## src/rtl/cpu_io_bridge.sv

```systemverilog
// -----------------------------------------------------------------------------
// cpu_io_bridge
//
// Buffered I/O port controller between the CPU I/O pins and an external
// peripheral. CPU writes are queued in an output FIFO that drains to the
// peripheral. Peripheral words are queued in an input FIFO that the CPU reads.
// cpu_stall tells the core that this cycle's read found no data or this cycle's
// write found no space.
//
// Handshake rule (both peripheral-side channels): a word moves on a rising
// clock edge exactly when valid and ready are both high in the cycle before
// that edge. Neither side may make valid depend on ready. While valid is high,
// the data must hold steady until the word moves.
//
// Ports:
//   clk            in   single clock, rising edge
//   reset          in   synchronous, active-high
//   in_signal      in   CPU read request this cycle
//   in_data        out  input FIFO head (0 when the input FIFO is empty)
//   out_signal     in   CPU write request this cycle
//   out_data       in   CPU write word
//   cpu_stall      out  this cycle's request was not serviced
//   ext_out_valid  out  output FIFO non-empty
//   ext_out_data   out  output FIFO head
//   ext_out_ready  in   peripheral takes the head this cycle
//   ext_in_valid   in   peripheral offers a word
//   ext_in_data    in   offered word
//   ext_in_ready   out  input FIFO can take a word
//   out_count      out  output FIFO occupancy (0..DEPTH)
//   in_count       out  input FIFO occupancy (0..DEPTH)
// -----------------------------------------------------------------------------
module cpu_io_bridge #(
    parameter int DEPTH = 8,
    parameter int WIDTH = 64
) (
    input  logic                       clk,
    input  logic                       reset,
    input  logic                       in_signal,
    output logic [WIDTH-1:0]           in_data,
    input  logic                       out_signal,
    input  logic [WIDTH-1:0]           out_data,
    output logic                       cpu_stall,
    output logic                       ext_out_valid,
    output logic [WIDTH-1:0]           ext_out_data,
    input  logic                       ext_out_ready,
    input  logic                       ext_in_valid,
    input  logic [WIDTH-1:0]           ext_in_data,
    output logic                       ext_in_ready,
    output logic [$clog2(DEPTH):0]     out_count,
    output logic [$clog2(DEPTH):0]     in_count
);

    localparam int AW = $clog2(DEPTH);
    localparam int CW = AW + 1;

    // ---------------- output FIFO (CPU -> peripheral) ----------------
    logic [WIDTH-1:0] out_mem_q [DEPTH];
    logic [AW-1:0]    out_wptr_q, out_wptr_d;
    logic [AW-1:0]    out_rptr_q, out_rptr_d;
    logic [CW-1:0]    out_cnt_q,  out_cnt_d;
    logic             out_full, out_empty, out_push, out_pop;

    // ---------------- input FIFO (peripheral -> CPU) -----------------
    logic [WIDTH-1:0] in_mem_q [DEPTH];
    logic [AW-1:0]    in_wptr_q, in_wptr_d;
    logic [AW-1:0]    in_rptr_q, in_rptr_d;
    logic [CW-1:0]    in_cnt_q,  in_cnt_d;
    logic             in_full, in_empty, in_push, in_pop;

    // Full/empty come from the registered count only, so a pop in the same
    // cycle never frees room for a push, and a push never feeds a pop.
    assign out_full  = (out_cnt_q == CW'(DEPTH));
    assign out_empty = (out_cnt_q == '0);
    assign in_full   = (in_cnt_q == CW'(DEPTH));
    assign in_empty  = (in_cnt_q == '0);

    assign out_push = out_signal && !out_full;
    assign out_pop  = ext_out_valid && ext_out_ready;
    assign in_push  = ext_in_valid && ext_in_ready;
    assign in_pop   = in_signal && !in_empty;

    // Combinational outputs
    assign ext_out_valid = !out_empty;
    assign ext_out_data  = out_mem_q[out_rptr_q];
    assign ext_in_ready  = !reset && !in_full;
    // Stale storage must never reach the CPU while the FIFO is empty.
    assign in_data       = in_empty ? '0 : in_mem_q[in_rptr_q];
    assign cpu_stall     = (out_signal && out_full) || (in_signal && in_empty);
    assign out_count     = out_cnt_q;
    assign in_count      = in_cnt_q;

    // Next-state: DEPTH is a power of two, so pointers wrap by plain overflow.
    always_comb begin
        out_wptr_d = out_wptr_q;
        out_rptr_d = out_rptr_q;
        out_cnt_d  = out_cnt_q;
        in_wptr_d  = in_wptr_q;
        in_rptr_d  = in_rptr_q;
        in_cnt_d   = in_cnt_q;

        if (out_push) out_wptr_d = out_wptr_q + AW'(1);
        if (out_pop)  out_rptr_d = out_rptr_q + AW'(1);
        case ({out_push, out_pop})
            2'b10:   out_cnt_d = out_cnt_q + CW'(1);
            2'b01:   out_cnt_d = out_cnt_q - CW'(1);
            default: out_cnt_d = out_cnt_q;
        endcase

        if (in_push) in_wptr_d = in_wptr_q + AW'(1);
        if (in_pop)  in_rptr_d = in_rptr_q + AW'(1);
        case ({in_push, in_pop})
            2'b10:   in_cnt_d = in_cnt_q + CW'(1);
            2'b01:   in_cnt_d = in_cnt_q - CW'(1);
            default: in_cnt_d = in_cnt_q;
        endcase
    end

    // Pointer and count registers
    always_ff @(posedge clk) begin
        if (reset) begin
            out_wptr_q <= '0;
            out_rptr_q <= '0;
            out_cnt_q  <= '0;
            in_wptr_q  <= '0;
            in_rptr_q  <= '0;
            in_cnt_q   <= '0;
        end else begin
            out_wptr_q <= out_wptr_d;
            out_rptr_q <= out_rptr_d;
            out_cnt_q  <= out_cnt_d;
            in_wptr_q  <= in_wptr_d;
            in_rptr_q  <= in_rptr_d;
            in_cnt_q   <= in_cnt_d;
        end
    end

    // Storage is deliberately not reset; emptiness hides its contents.
    always_ff @(posedge clk) begin
        if (out_push) out_mem_q[out_wptr_q] <= out_data;
        if (in_push)  in_mem_q[in_wptr_q]   <= ext_in_data;
    end

endmodule

```

## config.mk

```make
export PLATFORM = sky130hd
export DESIGN_NAME = cpu_io_bridge
export DESIGN_NICKNAME = d
export VERILOG_FILES = /design/src/rtl/cpu_io_bridge.sv
export SDC_FILE = /design/constraint.sdc
export NUM_CORES = 1
export LEC_CHECK = 0
export CORE_UTILIZATION = 30
export CTS_CLUSTER_DIAMETER = 200
export DETAILED_ROUTE_END_ITERATION = 8
export PLACE_DENSITY = 0.53
export RECOVER_POWER = 50
export SETUP_SLACK_MARGIN = 0.5
export SLEW_MARGIN = 15
export SYNTH_ARGS = -nofsm -noshare
export SYNTH_HDL_FRONTEND = slang
export SYNTH_SLANG_ARGS = --single-unit
```

## constraint.sdc

```tcl
create_clock -name clk -period 9 [get_ports clk]
set_input_delay 0.9 -clock clk [delete_from_list [all_inputs] [get_ports clk]]
set_output_delay 0.9 -clock clk [all_outputs]
set_load 0.02 [all_outputs]
```

==> flow_summary.html, run 1 <==
<table>
<tr><th>Metric</th><th>Value</th></tr>
<tr><th colspan="2">Status</th></tr>
<tr><td>Result of the run</td><td>complete, but fails checks</td></tr>
<tr><td>Violations in the final reports</td><td>capacitance limit, slew limit</td></tr>
<tr><th colspan="2">Yosys</th></tr>
<tr><td>Total of warnings raised by yosys</td><td>0</td></tr>
<tr><td>Yosys reg bits</td><td>between 1,000 and 1,500</td></tr>
<tr><td>Synth Area in Simple Gates</td><td>1.556%</td></tr>
<tr><td>Mean area per synthesized cell</td><td>23.43 um2</td></tr>
<tr><td>Leading post-synthesis cells by cell area</td><td>edfxtp_1 77%, mux4_2 14%, mux2_2 1.9%</td></tr>
<tr><td>Main combinational cell family by area after synthesis</td><td>multiplexers</td></tr>
<tr><td>Fraction of synthesized area in multiplexers</td><td>a little under a fifth</td></tr>
<tr><td>Post-synthesis cell type count</td><td>39</td></tr>
<tr><td>Cell Area, Synth</td><td>about 40,000 um2</td></tr>
<tr><td>Adder-cell area share of the yosys netlist</td><td>less than 1%</td></tr>
<tr><td>Synth Net Count</td><td>about 1,800</td></tr>
<tr><td>Proportion of synthesized chip area in sequential cells</td><td>between 70% and 80%</td></tr>
<tr><td>Post-Synth XOR/XNOR Area</td><td>less than 1%</td></tr>
<tr><td>Yosys top cell area share</td><td>between 70 and 80%</td></tr>
<tr><td>Top cell type by total area after synthesis</td><td>edfxtp_1</td></tr>
<tr><td>Synthesized-area fraction occupied by ao, oa, aoi and oai cells</td><td>less than 1%</td></tr>
<tr><td>Mapped Cells</td><td>between 1,500 and 2,000</td></tr>
<tr><th colspan="2">Power</th></tr>
<tr><td>Internal cell power</td><td>0.009649 W</td></tr>
<tr><td>Highest ir drop seen on vdd</td><td>231.3 uV</td></tr>
<tr><td>Switching power summed over all nets</td><td>around 0.0036 W</td></tr>
<tr><td>Power share of the clock group</td><td>between 30 and 40%</td></tr>
<tr><td>Combinational group share of total power</td><td>22.8%</td></tr>
<tr><td>Sequential power share</td><td>43.5%</td></tr>
<tr><td>Sw Ratio</td><td>27.26%</td></tr>
<tr><td>Cell leakage power</td><td>14.57 nW</td></tr>
<tr><td>Total chip power</td><td>~0.013 W</td></tr>
<tr><td>Power per standard cell area</td><td>274.5 nW/um2</td></tr>
<tr><th colspan="2">Placed design</th></tr>
<tr><td>Place WS</td><td>roughly 4700 ps</td></tr>
<tr><td>Total placed cells including tap cells</td><td>roughly 3,700</td></tr>
<tr><td>Final weighted congestion of routability-driven global placement</td><td>just under 0.7</td></tr>
<tr><td>Hpwl dp</td><td>about 47,000 um</td></tr>
<tr><td>Port buffer count</td><td>around 270</td></tr>
<tr><th colspan="2">Global route</th></tr>
<tr><td>Number of antenna violations at the first check in global routing</td><td>32</td></tr>
<tr><td>Wire length of the first global-routing pass</td><td>around 130,000 um</td></tr>
<tr><td>Grt peak-use layer</td><td>met2</td></tr>
<tr><td>Met3 Use GR</td><td>4.707%</td></tr>
<tr><td>Total global routing track utilization</td><td>a little over an eighth</td></tr>
<tr><td>Global-route track usage on met1</td><td>between 10% and 20%</td></tr>
<tr><td>Largest net degree at the start of global routing</td><td>97</td></tr>
<tr><td>Via count of the first global-routing pass</td><td>between 15,000 and 20,000</td></tr>
<tr><td>Residual overflow from global routing</td><td>0</td></tr>
<tr><td>Met2 Usage GRT</td><td>21.30%</td></tr>
<tr><th colspan="2">Setup path</th></tr>
<tr><td>Element type at the critical path end</td><td>output port</td></tr>
<tr><td>Endpoint of the worst setup timing path</td><td>in_data[44]</td></tr>
<tr><td>Worst-path maximum fanout</td><td>65</td></tr>
<tr><td>Critical path data arrival time</td><td>approximately 4000 ps</td></tr>
<tr><td>Endpoint of the worst register-to-register path</td><td>in_count[2]$_SDFFE_PP0P_</td></tr>
<tr><td>Register-to-Register Setup Slack</td><td>roughly 5600 ps</td></tr>
<tr><td>Startpoint type of the worst setup path</td><td>flop</td></tr>
<tr><td>Required time at the worst-slack endpoint</td><td>roughly 8100 ps</td></tr>
<tr><td>Cells on worst reg2reg path</td><td>11</td></tr>
<tr><td>Classification of the worst setup path</td><td>flop to output port</td></tr>
<tr><td>Source of the worst register-to-register timing path</td><td>in_count[0]$_SDFFE_PP0P_</td></tr>
<tr><th colspan="2">Timing</th></tr>
<tr><td>Pins over their slew limit</td><td>21</td></tr>
<tr><td>Relative slew margins</td><td>-10.44%</td></tr>
<tr><td>Upper clock frequency limit</td><td>~0.20 GHz</td></tr>
<tr><td>Worst-Margin Slew</td><td>about 1700 ps</td></tr>
<tr><td>Count of final hold-check violations</td><td>0</td></tr>
<tr><td>Tmin final</td><td>5006 ps</td></tr>
<tr><td>Worst setup slack after layout</td><td>between 3000 and 4000 ps</td></tr>
<tr><td>Final period util</td><td>between 50 and 60%</td></tr>
<tr><td>Sum Neg Setup Slack</td><td>0 ps</td></tr>
<tr><td>RSZ-0062 raised after global routing</td><td>no</td></tr>
<tr><td>Maximum clock skew at final layout</td><td>16.95 ps</td></tr>
<tr><td>Finish-stage setup viols</td><td>0</td></tr>
<tr><th colspan="2">Floorplanning</th></tr>
<tr><td>Site row count</td><td>around 130</td></tr>
<tr><td>Effective utilization at floorplan</td><td>a little under a third</td></tr>
<tr><td>Horizontal die dimension</td><td>366.7 um</td></tr>
<tr><td>Number of I/O pins</td><td>approximately 270</td></tr>
<tr><td>Die outline height</td><td>~370 um</td></tr>
<tr><td>Area of the die</td><td>around 130,000 um2</td></tr>
<tr><td>Core outline area</td><td>131,600 um2</td></tr>
<tr><th colspan="2">Clock tree</th></tr>
<tr><td>Post-cts repair resize count</td><td>0</td></tr>
<tr><td>Clock insertion delay at the later pin of the skew report</td><td>between 700 and 800 ps</td></tr>
<tr><td>Buffers from clock root to sink, at most</td><td>3</td></tr>
<tr><td>H-Tree Level Count</td><td>3</td></tr>
<tr><td>CTS buffer count</td><td>between 100 and 150</td></tr>
<tr><td>CTS tree</td><td>built</td></tr>
<tr><td>Number of buffers added to fix hold violations after cts</td><td>0</td></tr>
<tr><td>TritonCTS sink count</td><td>about 1,100</td></tr>
<tr><td>Clock transition at path regs</td><td>~60 ps</td></tr>
<tr><td>Root buffer cell</td><td>clkbuf_16</td></tr>
<tr><td>Buffers inserted during post-CTS setup optimization</td><td>0</td></tr>
<tr><th colspan="2">Layout</th></tr>
<tr><td>Core Util, Final</td><td>about 37%</td></tr>
<tr><td>Commonest cells after routing, fill and taps aside</td><td>1,024 x edfxtp_1, 256 x mux4_2, 143 x clkdlybuf4s50_1</td></tr>
<tr><td>Number of standard cells in the final layout excluding fillers</td><td>a little under 4,000</td></tr>
<tr><td>Most common library cell in the layout ignoring fill and taps</td><td>edfxtp_1</td></tr>
<tr><td>Final-layout fill cell count</td><td>11,974</td></tr>
<tr><td>Number of nets in the finished design</td><td>between 2,000 and 2,500</td></tr>
<tr><td>Area Overhead vs Synth</td><td>21.13%</td></tr>
<tr><td>Ratio of cells with drive above 1 in the final layout</td><td>24.36%</td></tr>
<tr><th colspan="2">Drt</th></tr>
<tr><td>Via-to-Cell Ratio</td><td>approximately 4.7</td></tr>
<tr><td>DRT Wirelength</td><td>a little under 90,000 um</td></tr>
<tr><td>Post-detailed-route count of antenna-violating nets</td><td>0</td></tr>
<tr><td>Post-route DRC</td><td>0</td></tr>
<tr><td>Via Count</td><td>between 15,000 and 20,000</td></tr>
<tr><td>Average wire per standard cell</td><td>around 23 um</td></tr>
<tr><td>DR pass1 iterations</td><td>5</td></tr>
<tr><td>Detailed router's first-iteration violation count</td><td>between 1,000 and 1,500</td></tr>
<tr><th colspan="2">Min path</th></tr>
<tr><td>Startpoint of the most critical hold path</td><td>out_rptr_q[1]$_SDFFE_PP0P_</td></tr>
<tr><td>Worst min path class</td><td>flop to flop</td></tr>
<tr><th colspan="2">Job</th></tr>
<tr><td>Max-capacitance violation count</td><td>2</td></tr>
</table>
## metrics by stage
step                      instance area, um2  hold WS [ps]
after detailed placement               44780         471.8
final                                  48330         479.7
after CTS                              48360         481.3
after floorplan                        39900         454.1
after global routing                   48310         509.7
after global placement                 44780         453.8
## metal layers
layer | share of wire (%) | up-vias | routed length (um)
li1 | - | 7876 | -
met1 | 42 | 9657 | 37290
met2 | 48 | 471 | 42650
met3 | 8.2 | 173 | 7339
met4 | 2.0 | 38 | 1827
met5 | 0.26 | - | 230
## critical path, cell delays in order (launching register included)
cell,delay (ps)
dfxtp_4,970
buf_4,900
mux4_2,420
mux2i_1,170
nor2_1,60
clkdlybuf4s50_1,680
## logic make-up (layout without fill, tap and decap cells)
family          Yosys count  after routing
fa+ha+maj                10             10
flops                  1050           1050
compound gates           15             15
buf+inv                  89            521
simple gates            135            135
mux                     390            390
other cells               0              9
xor+xnor                 14             14
## power by group through the flow
stage | clock network [W] | logic [W] | registers [W]
2_1_floorplan | 0 | 0.00201 | 0.00576
3_3_place_gp | 0 | 0.00310 | 0.00586
3_5_place_dp | 0 | 0.00311 | 0.00588
4_1_cts | 0.00461 | 0.00313 | 0.00578
5_1_grt | 0.00478 | 0.00325 | 0.00580
6_report | 0.00447 | 0.00303 | 0.00576
## state kept, by name, summed over array words and instances, names as in the netlist, named ones only
signal	count
in_mem_q	512
in_rptr_q	3
out_wptr_q	3
in_wptr_q	3
out_mem_q	512
in_count	4
out_count	4
out_rptr_q	3
## worst min path at each step
stage	to	depth (start not counted)	slack [ps]
after floorplan	flop	2	450
after global placement	flop	2	450
after detailed placement	flop	2	470
after CTS	flop	2	480
after global routing	flop	2	510
final	flop	2	480
## synthesized netlist by cell type, drive strengths merged
cell,number
and4,1
mux2,66
a21oi,7
nor2,86
nor4bb,2
inv,4
nor3,7
buf,69
ha,10
or3,2
nand3,5
nor3b,3
a32o,1
mux4,256
o21ai,6
dfxtp,26
nor2b,3
clkbuf,16
nand2,12
nor4,3
or4b,2
edfxtp,1024
xnor2,3
or4,1
nand3b,2
and3,1
xor2,11
o22ai,1
nand2b,3
mux2i,68
and2,1
nor4b,1
## final cells by class
type / instances / area [um2] / share of cell area [%]
diodes: 9 / 22.52 / 0.04660
clock inverters: 54 / 591.8 / 1.225
multi-input cells: 564 / 8215 / 17.00
repair buffers: 309 / 3003 / 6.214
inverters: 4 / 15.01 / 0.03107
well taps: 1755 / 2196 / 4.544
flip-flops and latches: 1050 / 31290 / 64.75
clock buffers: 154 / 2990 / 6.188
Power figures use the tool's default switching activity.
==> run 2, diff against run 1 <==
Clock period 9 ns to 4.5 ns, I/O delays scaled along.
==> run 2 against run 1 <==
Compared with the run above: the flow still finishes with violations (capacitance limit, slew limit); die area unchanged; critical path type unchanged; setup slack got worse by 3200 ps; critical endpoint is now ext_out_data[35]; largest power group unchanged; largest cell class unchanged; global-route usage rose by 0.24 points.
==> flow_summary.html, run 2 (same netlist as run 1, synthesis figures left out) <==
<table>
<tr><th>Metric</th><th>Value</th></tr>
<tr><th colspan="2">Global route</th></tr>
<tr><td>Residual overflow from global routing</td><td>0 (unchanged)</td></tr>
<tr><td>Total global routing track utilization</td><td>13.53% (+0.24 points)</td></tr>
<tr><td>Number of antenna violations at the first check in global routing</td><td>28 (-13%)</td></tr>
<tr><td>Via count of the first global-routing pass</td><td>19,804 (-0.49%)</td></tr>
<tr><td>Largest net degree at the start of global routing</td><td>68 (-30%)</td></tr>
<tr><td>Wire length of the first global-routing pass</td><td>133,700 um (+1.3%)</td></tr>
<tr><th colspan="2">Clock tree</th></tr>
<tr><td>CTS tree</td><td>built</td></tr>
<tr><td>CTS buffer count</td><td>110 (-1.8%)</td></tr>
<tr><td>Clock transition at path regs</td><td>60 ps (about the same)</td></tr>
<tr><td>Number of buffers added to fix hold violations after cts</td><td>0 (unchanged)</td></tr>
<tr><td>H-Tree Level Count</td><td>3 (unchanged)</td></tr>
<tr><td>Clock insertion delay at the later pin of the skew report</td><td>700 ps (-20 ps)</td></tr>
<tr><td>Buffers inserted during post-CTS setup optimization</td><td>0 (unchanged)</td></tr>
<tr><td>TritonCTS sink count</td><td>1,050 (unchanged)</td></tr>
<tr><td>Post-cts repair resize count</td><td>0 (unchanged)</td></tr>
<tr><td>Buffers from clock root to sink, at most</td><td>3 (unchanged)</td></tr>
<tr><td>Root buffer cell</td><td>clkbuf_16</td></tr>
<tr><th colspan="2">Setup path</th></tr>
<tr><td>Classification of the worst setup path</td><td>flop to output port</td></tr>
<tr><td>Element type at the critical path end</td><td>output port</td></tr>
<tr><td>Required time at the worst-slack endpoint</td><td>4050 ps (-4050 ps)</td></tr>
<tr><td>Critical path data arrival time</td><td>3300 ps (-810 ps)</td></tr>
<tr><td>Number of buffers and inverters on the critical path</td><td>2 (unchanged)</td></tr>
<tr><td>Crit path largest cell delay</td><td>720 ps (-250 ps)</td></tr>
<tr><td>Startpoint type of the worst setup path</td><td>flop</td></tr>
<tr><td>Worst-path maximum fanout</td><td>36 (-45%)</td></tr>
<tr><td>Worst path cell trace</td><td>buf_12 &gt; mux4_2 &gt; mux2_2 &gt; clkdlybuf4s50_1</td></tr>
<tr><td>Cell type of the slowest stage on the worst timing path</td><td>dfxtp_4</td></tr>
<tr><td>Cell family with the largest share of critical-path delay</td><td>buffers and inverters</td></tr>
<tr><th colspan="2">Timing</th></tr>
<tr><td>Finish-stage setup viols</td><td>0 (unchanged)</td></tr>
<tr><td>Final period util</td><td>83.40%</td></tr>
<tr><td>Relative slew margins</td><td>-61.40% (-51 points)</td></tr>
<tr><td>Worst-Margin Slew</td><td>2421 ps (+764.4 ps)</td></tr>
<tr><td>Tmin final</td><td>around 3800 ps</td></tr>
<tr><td>Worst setup slack after layout</td><td>747.2 ps (-3247 ps)</td></tr>
<tr><td>Upper clock frequency limit</td><td>approximately 0.27 GHz</td></tr>
<tr><td>Pins over their slew limit</td><td>130 (+520%)</td></tr>
<tr><td>Maximum clock skew at final layout</td><td>31.34 ps (+14.39 ps)</td></tr>
<tr><td>RSZ-0062 raised after global routing</td><td>no</td></tr>
<tr><td>Count of final hold-check violations</td><td>0 (unchanged)</td></tr>
<tr><th colspan="2">Drt</th></tr>
<tr><td>DRT Wirelength</td><td>90,640 um (+1.5%)</td></tr>
<tr><td>Post-detailed-route count of antenna-violating nets</td><td>0 (unchanged)</td></tr>
<tr><td>Via-to-Cell Ratio</td><td>4.658 (-0.28%)</td></tr>
<tr><td>Average wire per standard cell</td><td>23.31 um (+1.7%)</td></tr>
<tr><td>DR pass1 iterations</td><td>6 (+1)</td></tr>
<tr><td>Detailed router's first-iteration violation count</td><td>1,397 (+4.6%)</td></tr>
<tr><td>Post-route DRC</td><td>0 (unchanged)</td></tr>
<tr><td>Via Count</td><td>18,112 (-0.57%)</td></tr>
<tr><th colspan="2">Floorplanning</th></tr>
<tr><td>Die outline height</td><td>366.7 um (unchanged)</td></tr>
<tr><td>Site row count</td><td>133 (unchanged)</td></tr>
<tr><td>Area of the die</td><td>134,400 um2 (unchanged)</td></tr>
<tr><td>Horizontal die dimension</td><td>366.7 um (unchanged)</td></tr>
<tr><td>Effective utilization at floorplan</td><td>30.31% (unchanged)</td></tr>
<tr><td>Core outline area</td><td>131,600 um2 (unchanged)</td></tr>
<tr><td>Number of I/O pins</td><td>273 (unchanged)</td></tr>
<tr><th colspan="2">Layout</th></tr>
<tr><td>Commonest cells after routing, fill and taps aside</td><td>1,024 x edfxtp_1, 256 x mux4_2, 144 x clkdlybuf4s50_1</td></tr>
<tr><td>Biggest regs</td><td>in_mem_q: 512 flops, out_mem_q: 512 flops</td></tr>
<tr><td>Ratio of cells with drive above 1 in the final layout</td><td>25.27% (+0.92 points)</td></tr>
<tr><td>Core Util, Final</td><td>36.87% (+0.16 points)</td></tr>
<tr><td>Summed area of non-filler cells in the final layout</td><td>48,540 um2 (+0.44%)</td></tr>
<tr><td>Number of nets in the finished design</td><td>2,182 (-0.14%)</td></tr>
<tr><td>Area Overhead vs Synth</td><td>21.66%</td></tr>
<tr><td>Most common library cell in the layout ignoring fill and taps</td><td>edfxtp_1</td></tr>
<tr><th colspan="2">Placed design</th></tr>
<tr><td>Place WS</td><td>1333 ps (-3338 ps)</td></tr>
<tr><td>Hpwl dp</td><td>46,950 um (-1.1%)</td></tr>
<tr><td>Post-DP Area</td><td>45,120 um2 (+0.78%)</td></tr>
<tr><td>Final weighted congestion of routability-driven global placement</td><td>0.6926 (-0.46%)</td></tr>
<tr><td>Port buffer count</td><td>272 (unchanged)</td></tr>
<tr><th colspan="2">Power</th></tr>
<tr><td>Power per standard cell area</td><td>542.5 nW/um2 (+98%)</td></tr>
<tr><td>Highest ir drop seen on vdd</td><td>449.2 uV (+94%)</td></tr>
<tr><td>Cell leakage power</td><td>14.62 nW (+0.30%)</td></tr>
<tr><th colspan="2">Status</th></tr>
<tr><td>Violations in the final reports</td><td>capacitance limit, slew limit</td></tr>
<tr><td>Result of the run</td><td>complete, but fails checks</td></tr>
<tr><th colspan="2">Job</th></tr>
<tr><td>Max-capacitance violation count</td><td>2 (unchanged)</td></tr>
<tr><th colspan="2">Min path</th></tr>
<tr><td>Worst min path class</td><td>input pin to flop</td></tr>
</table>
==> run 2: metal layers <==
| metal | track usage, % | share of wire, % |
|---|---|---|
| met5 | 0 | 0.15 |
| met4 | 3.621 | 1.8 |
| met3 | 3.817 | 6.9 |
| met2 | 22.15 | 49 |
| met1 | 17.59 | 43 |
==> run 2: final timing paths <==
| check | slack [ps] | from | depth (start not counted) | endpoint |
|---|---|---|---|---|
| worst max-delay path | 750 | flop | 4 | ext_out_data[35] |
| worst min-delay path | 420 | ext_out_ready | 3 | flop |
| worst max register to register | 980 | out_count[0]$_SDFFE_PP0P_ | 4 | out_mem_q[1][31]$_DFFE_PP_ |
| worst min register to register | 480 | out_rptr_q[1]$_SDFFE_PP0P_ | 2 | flop |
==> run 2: stage by stage <==
step | hold WS [ps] | std cells | power, W | TNS, ps
4_1_cts | 342.7 | 3876 | 0.02683 | 0
3_3_place_gp | 453.4 | 3681 | 0.01802 | 0
5_1_grt | 414.2 | 3878 | 0.02748 | 0
6_report | 415.8 | 3888 | 0.02633 | 0
2_1_floorplan | 454.1 | 1703 | 0.01552 | -315040
3_5_place_dp | 479.4 | 3681 | 0.01807 | 0
==> run 2: worst min-delay path, stage by stage <==
cell and delay [ps]:
clkdlybuf4s50_1 450, nand3_1 100, a21oi_1 60
==> run 2: cell type report <==
cell class	instances	area [um2]
Clock buffer	130	2870
Fill cell	11930	83090
Clock inverter	65	556.8
Tap cell	1755	2196
Inverter	4	15.01
Timing Repair Buffer	308	3292
Multi-Input combinational cell	564	8285
Sequential cell	1050	31290
Antenna cell	12	30.03
==> run 2: where the power goes <==
group          internal [W]  switching, W
Clock               0.00494       0.00370
Sequential           0.0112      0.000252
Combinational       0.00302       0.00325
==> run 3, diff against run 2 <==
Clock period 4.5 ns to 3.25 ns, I/O delays scaled along.
==> run 3 against run 2 <==
Compared with the run above: critical endpoint is now in_data[39]; clock skew decreased by 6.2 ps; critical path type unchanged; global-route usage is 0.77 points higher; design area rose by 4.8%; register-to-register slack got worse by 480 ps; the flow now finishes without violations; die area unchanged; non-clock buffer count is 115 higher; largest power group unchanged; clock power increased by 45%; utilization rose by 1.8 points; sequential share of layout area decreased by 3.0 points.
==> flow_summary.html, run 3 (same netlist as run 1, synthesis figures left out) <==
<table>
<tr><th>Metric</th><th>Value</th></tr>
<tr><th colspan="2">Status</th></tr>
<tr><td>Result of the run</td><td>complete, no violations</td></tr>
<tr><th colspan="2">Clock tree</th></tr>
<tr><td>Clock insertion delay at the later pin of the skew report</td><td>720 ps (+20 ps)</td></tr>
<tr><td>H-Tree Level Count</td><td>3 (unchanged)</td></tr>
<tr><td>CTS buffer count</td><td>111 (+0.91%)</td></tr>
<tr><td>Buffers from clock root to sink, at most</td><td>3 (unchanged)</td></tr>
<tr><td>CTS tree</td><td>built</td></tr>
<tr><td>Number of buffers added to fix hold violations after cts</td><td>0 (unchanged)</td></tr>
<tr><td>Clock transition at path regs</td><td>60 ps (about the same)</td></tr>
<tr><td>TritonCTS sink count</td><td>1,050 (unchanged)</td></tr>
<tr><td>Root buffer cell</td><td>clkbuf_16</td></tr>
<tr><th colspan="2">Setup path</th></tr>
<tr><td>Element type at the critical path end</td><td>output port</td></tr>
<tr><td>Number of buffers and inverters on the critical path</td><td>5 (+3)</td></tr>
<tr><td>Endpoint of the worst setup timing path</td><td>in_data[39]</td></tr>
<tr><td>Critical path data arrival time</td><td>2580 ps (-720 ps)</td></tr>
<tr><td>Source of the worst register-to-register timing path</td><td>out_count[0]$_SDFFE_PP0P_</td></tr>
<tr><td>Crit path largest cell delay</td><td>490 ps (-230 ps)</td></tr>
<tr><td>Worst path cell trace</td><td>buf_12 &gt; buf_12 &gt; buf_12 &gt; buf_16 &gt; mux4_2 &gt; mux2i_1 &gt; nor2_1 &gt; buf_4</td></tr>
<tr><td>Required time at the worst-slack endpoint</td><td>2920 ps (-1130 ps)</td></tr>
<tr><td>Most frequent cell on the critical path</td><td>buf_12</td></tr>
<tr><td>Register-to-Register Setup Slack</td><td>500 ps (-480 ps)</td></tr>
<tr><td>Classification of the worst setup path</td><td>flop to output port</td></tr>
<tr><td>Endpoint of the worst register-to-register path</td><td>out_count[2]$_SDFFE_PP0P_</td></tr>
<tr><td>Cells on worst reg2reg path</td><td>9 (+5)</td></tr>
<tr><td>Cell family with the largest share of critical-path delay</td><td>buffers and inverters</td></tr>
<tr><td>Critical path depth in cells</td><td>8 (+4)</td></tr>
<tr><td>Worst-path maximum fanout</td><td>5 (-86%)</td></tr>
<tr><td>Startpoint type of the worst setup path</td><td>flop</td></tr>
<tr><td>Cell type of the slowest stage on the worst timing path</td><td>mux4_2</td></tr>
<tr><th colspan="2">Layout</th></tr>
<tr><td>Number of nets in the finished design</td><td>2,298 (+5.3%)</td></tr>
<tr><td>Area of combinational cells with multiple inputs</td><td>8578 um2 (+3.5%)</td></tr>
<tr><td>Commonest cells after routing, fill and taps aside</td><td>1,024 x edfxtp_1, 256 x mux4_2, 128 x dlygate4sd3_1</td></tr>
<tr><td>Register area</td><td>31,300 um2 (about the same)</td></tr>
<tr><td>Most common library cell in the layout ignoring fill and taps</td><td>edfxtp_1</td></tr>
<tr><td>Core Util, Final</td><td>38.66% (+1.8 points)</td></tr>
<tr><td>Number of standard cells in the final layout excluding fillers</td><td>4,007 (+3.1%)</td></tr>
<tr><td>Area Overhead vs Synth</td><td>27.56%</td></tr>
<tr><td>Biggest regs</td><td>in_mem_q: 512 flops, out_mem_q: 512 flops</td></tr>
<tr><td>Ratio of cells with drive above 1 in the final layout</td><td>35.93% (+11 points)</td></tr>
<tr><td>Final-layout fill cell count</td><td>11,745 (-1.6%)</td></tr>
<tr><th colspan="2">Timing</th></tr>
<tr><td>RSZ-0062 raised after global routing</td><td>yes</td></tr>
<tr><td>Worst-Margin Slew</td><td>1251 ps (-1170 ps)</td></tr>
<tr><td>Hold Worst Slack</td><td>291.2 ps (-124.6 ps)</td></tr>
<tr><td>Maximum clock skew at final layout</td><td>25.16 ps (-6.180 ps)</td></tr>
<tr><td>Relative slew margins</td><td>16.61% (+78 points)</td></tr>
<tr><td>Finish-stage setup viols</td><td>0 (unchanged)</td></tr>
<tr><td>Count of final hold-check violations</td><td>0 (unchanged)</td></tr>
<tr><td>Tmin final</td><td>2910 ps</td></tr>
<tr><td>Upper clock frequency limit</td><td>roughly 0.34 GHz</td></tr>
<tr><td>Pins over their slew limit</td><td>0 (-100%)</td></tr>
<tr><td>Final period util</td><td>a little under 90%</td></tr>
<tr><td>Worst setup slack after layout</td><td>340.1 ps (-407.1 ps)</td></tr>
<tr><th colspan="2">Drt</th></tr>
<tr><td>Detailed router's first-iteration violation count</td><td>1,521 (+8.9%)</td></tr>
<tr><td>Via Count</td><td>18,860 (+4.1%)</td></tr>
<tr><td>Post-detailed-route count of antenna-violating nets</td><td>0 (unchanged)</td></tr>
<tr><td>Via-to-Cell Ratio</td><td>4.707 (+1.0%)</td></tr>
<tr><td>Average wire per standard cell</td><td>24.07 um (+3.3%)</td></tr>
<tr><td>Post-route DRC</td><td>0 (unchanged)</td></tr>
<tr><td>DR pass1 iterations</td><td>5 (-1)</td></tr>
<tr><td>DRT Wirelength</td><td>96,460 um (+6.4%)</td></tr>
<tr><th colspan="2">Global route</th></tr>
<tr><td>Largest net degree at the start of global routing</td><td>65 (-4.4%)</td></tr>
<tr><td>Wire length of the first global-routing pass</td><td>139,900 um (+4.6%)</td></tr>
<tr><td>Total global routing track utilization</td><td>14.30% (+0.77 points)</td></tr>
<tr><td>Residual overflow from global routing</td><td>0 (unchanged)</td></tr>
<tr><td>Number of antenna violations at the first check in global routing</td><td>31 (+11%)</td></tr>
<tr><td>Via count of the first global-routing pass</td><td>19,966 (+0.82%)</td></tr>
<tr><th colspan="2">Job</th></tr>
<tr><td>Max-capacitance violation count</td><td>0 (-2)</td></tr>
<tr><th colspan="2">Floorplanning</th></tr>
<tr><td>Core outline area</td><td>131,600 um2 (unchanged)</td></tr>
<tr><td>Area of the die</td><td>134,400 um2 (unchanged)</td></tr>
<tr><td>Die outline height</td><td>366.7 um (unchanged)</td></tr>
<tr><td>Site row count</td><td>133 (unchanged)</td></tr>
<tr><td>Horizontal die dimension</td><td>366.7 um (unchanged)</td></tr>
<tr><td>Number of I/O pins</td><td>273 (unchanged)</td></tr>
<tr><td>Effective utilization at floorplan</td><td>30.31% (unchanged)</td></tr>
<tr><th colspan="2">Power</th></tr>
<tr><td>Highest ir drop seen on vdd</td><td>589.1 uV (+31%)</td></tr>
<tr><td>Power per standard cell area</td><td>780.2 nW/um2 (+44%)</td></tr>
<tr><td>Total chip power</td><td>0.03971 W (+51%)</td></tr>
<tr><td>Cell leakage power</td><td>16.02 nW (+9.6%)</td></tr>
<tr><th colspan="2">Min path</th></tr>
<tr><td>Worst min path class</td><td>input pin to flop</td></tr>
<tr><th colspan="2">Placed design</th></tr>
<tr><td>Final weighted congestion of routability-driven global placement</td><td>0.7208 (+4.1%)</td></tr>
<tr><td>Place WS</td><td>393.3 ps (-939.6 ps)</td></tr>
<tr><td>Total placed cells including tap cells</td><td>3,708 (+0.73%)</td></tr>
<tr><td>Port buffer count</td><td>272 (unchanged)</td></tr>
<tr><td>Hpwl dp</td><td>50,340 um (+7.2%)</td></tr>
</table>
## run 3: changes by cell type in the layout (fill, tap and decap cells not counted), moves of 18 or more
cell,previous run,this run
buf_12,24,49
buf_16,0,34
buf_2,0,18
buf_4,9,66
buf_6,1,79
clkdlybuf4s50_1,144,14
mux2_2,66,24
mux2_4,0,42
## run 3: layout make-up
type / count / area share (%)
inverter: 4 / 0.03934
antenna: 9 / 0.04426
sequential: 1050 / 61.51
clock inverter: 72 / 1.512
tap: 1755 / 4.315
multi-input combinational: 564 / 16.86
clock buffer: 130 / 5.598
timing repair buffer: 423 / 10.13
## run 3: worst min-delay path by stage
stage	startpoint	endpoint	slack, ps	cells after the start
after global routing	ext_out_ready	flop	290	3
after floorplan	ext_in_data[0]	in_mem_q[0][0]$_DFFE_PP_	420	0
final	ext_out_ready	flop	290	3
after detailed placement	out_rptr_q[1]$_SDFFE_PP0P_	flop	470	2
after global placement	out_rptr_q[1]$_SDFFE_PP0P_	flop	450	2
after CTS	ext_out_ready	flop	210	3
## run 3: power by group
part | internal [W] | switching (W) | total (W)
Clock | 0.00718 | 0.00527 | 0.0125
Combinational | 0.00602 | 0.00555 | 0.0116
Sequential | 0.0154 | 0.000244 | 0.0157
Total | 0.0286 | 0.0111 | 0.0397
## run 3: timing repair
action                     in CTS  in global routing
setup endpoints to repair     131                132
resized for setup             634                217
hold endpoints to repair        0                  0
pin swaps                       9                 20
setup buffers                  39                 20
cloned                         25                  4
## run 3: worst reg2reg max path, stage by stage, from the launching register on
cell and delay (ps):
dfxtp_1 380, or4b_1 670, nand2_1 310, ha_1 320, xor2_1 180, ha_1 160
a21oi_1 40, xor2_1 150, or3_1 310, a21oi_1 140
## run 3: per-stage QoR
step / area (um2) / setup TNS [ps]
6_report: 50890 / 0
5_1_grt: 50870 / 0
4_1_cts: 50380 / 0
3_5_place_dp: 45500 / 0
3_3_place_gp: 45500 / 0
2_1_floorplan: 40100 / -30350
## run 3: routing by layer
layer	track usage, %	vias up	wire, um
li1	-	8112	-
met1	18.30	10033	39640
met2	23.54	510	47270
met3	4.540	169	7118
met4	3.428	36	2213
met5	0	-	219
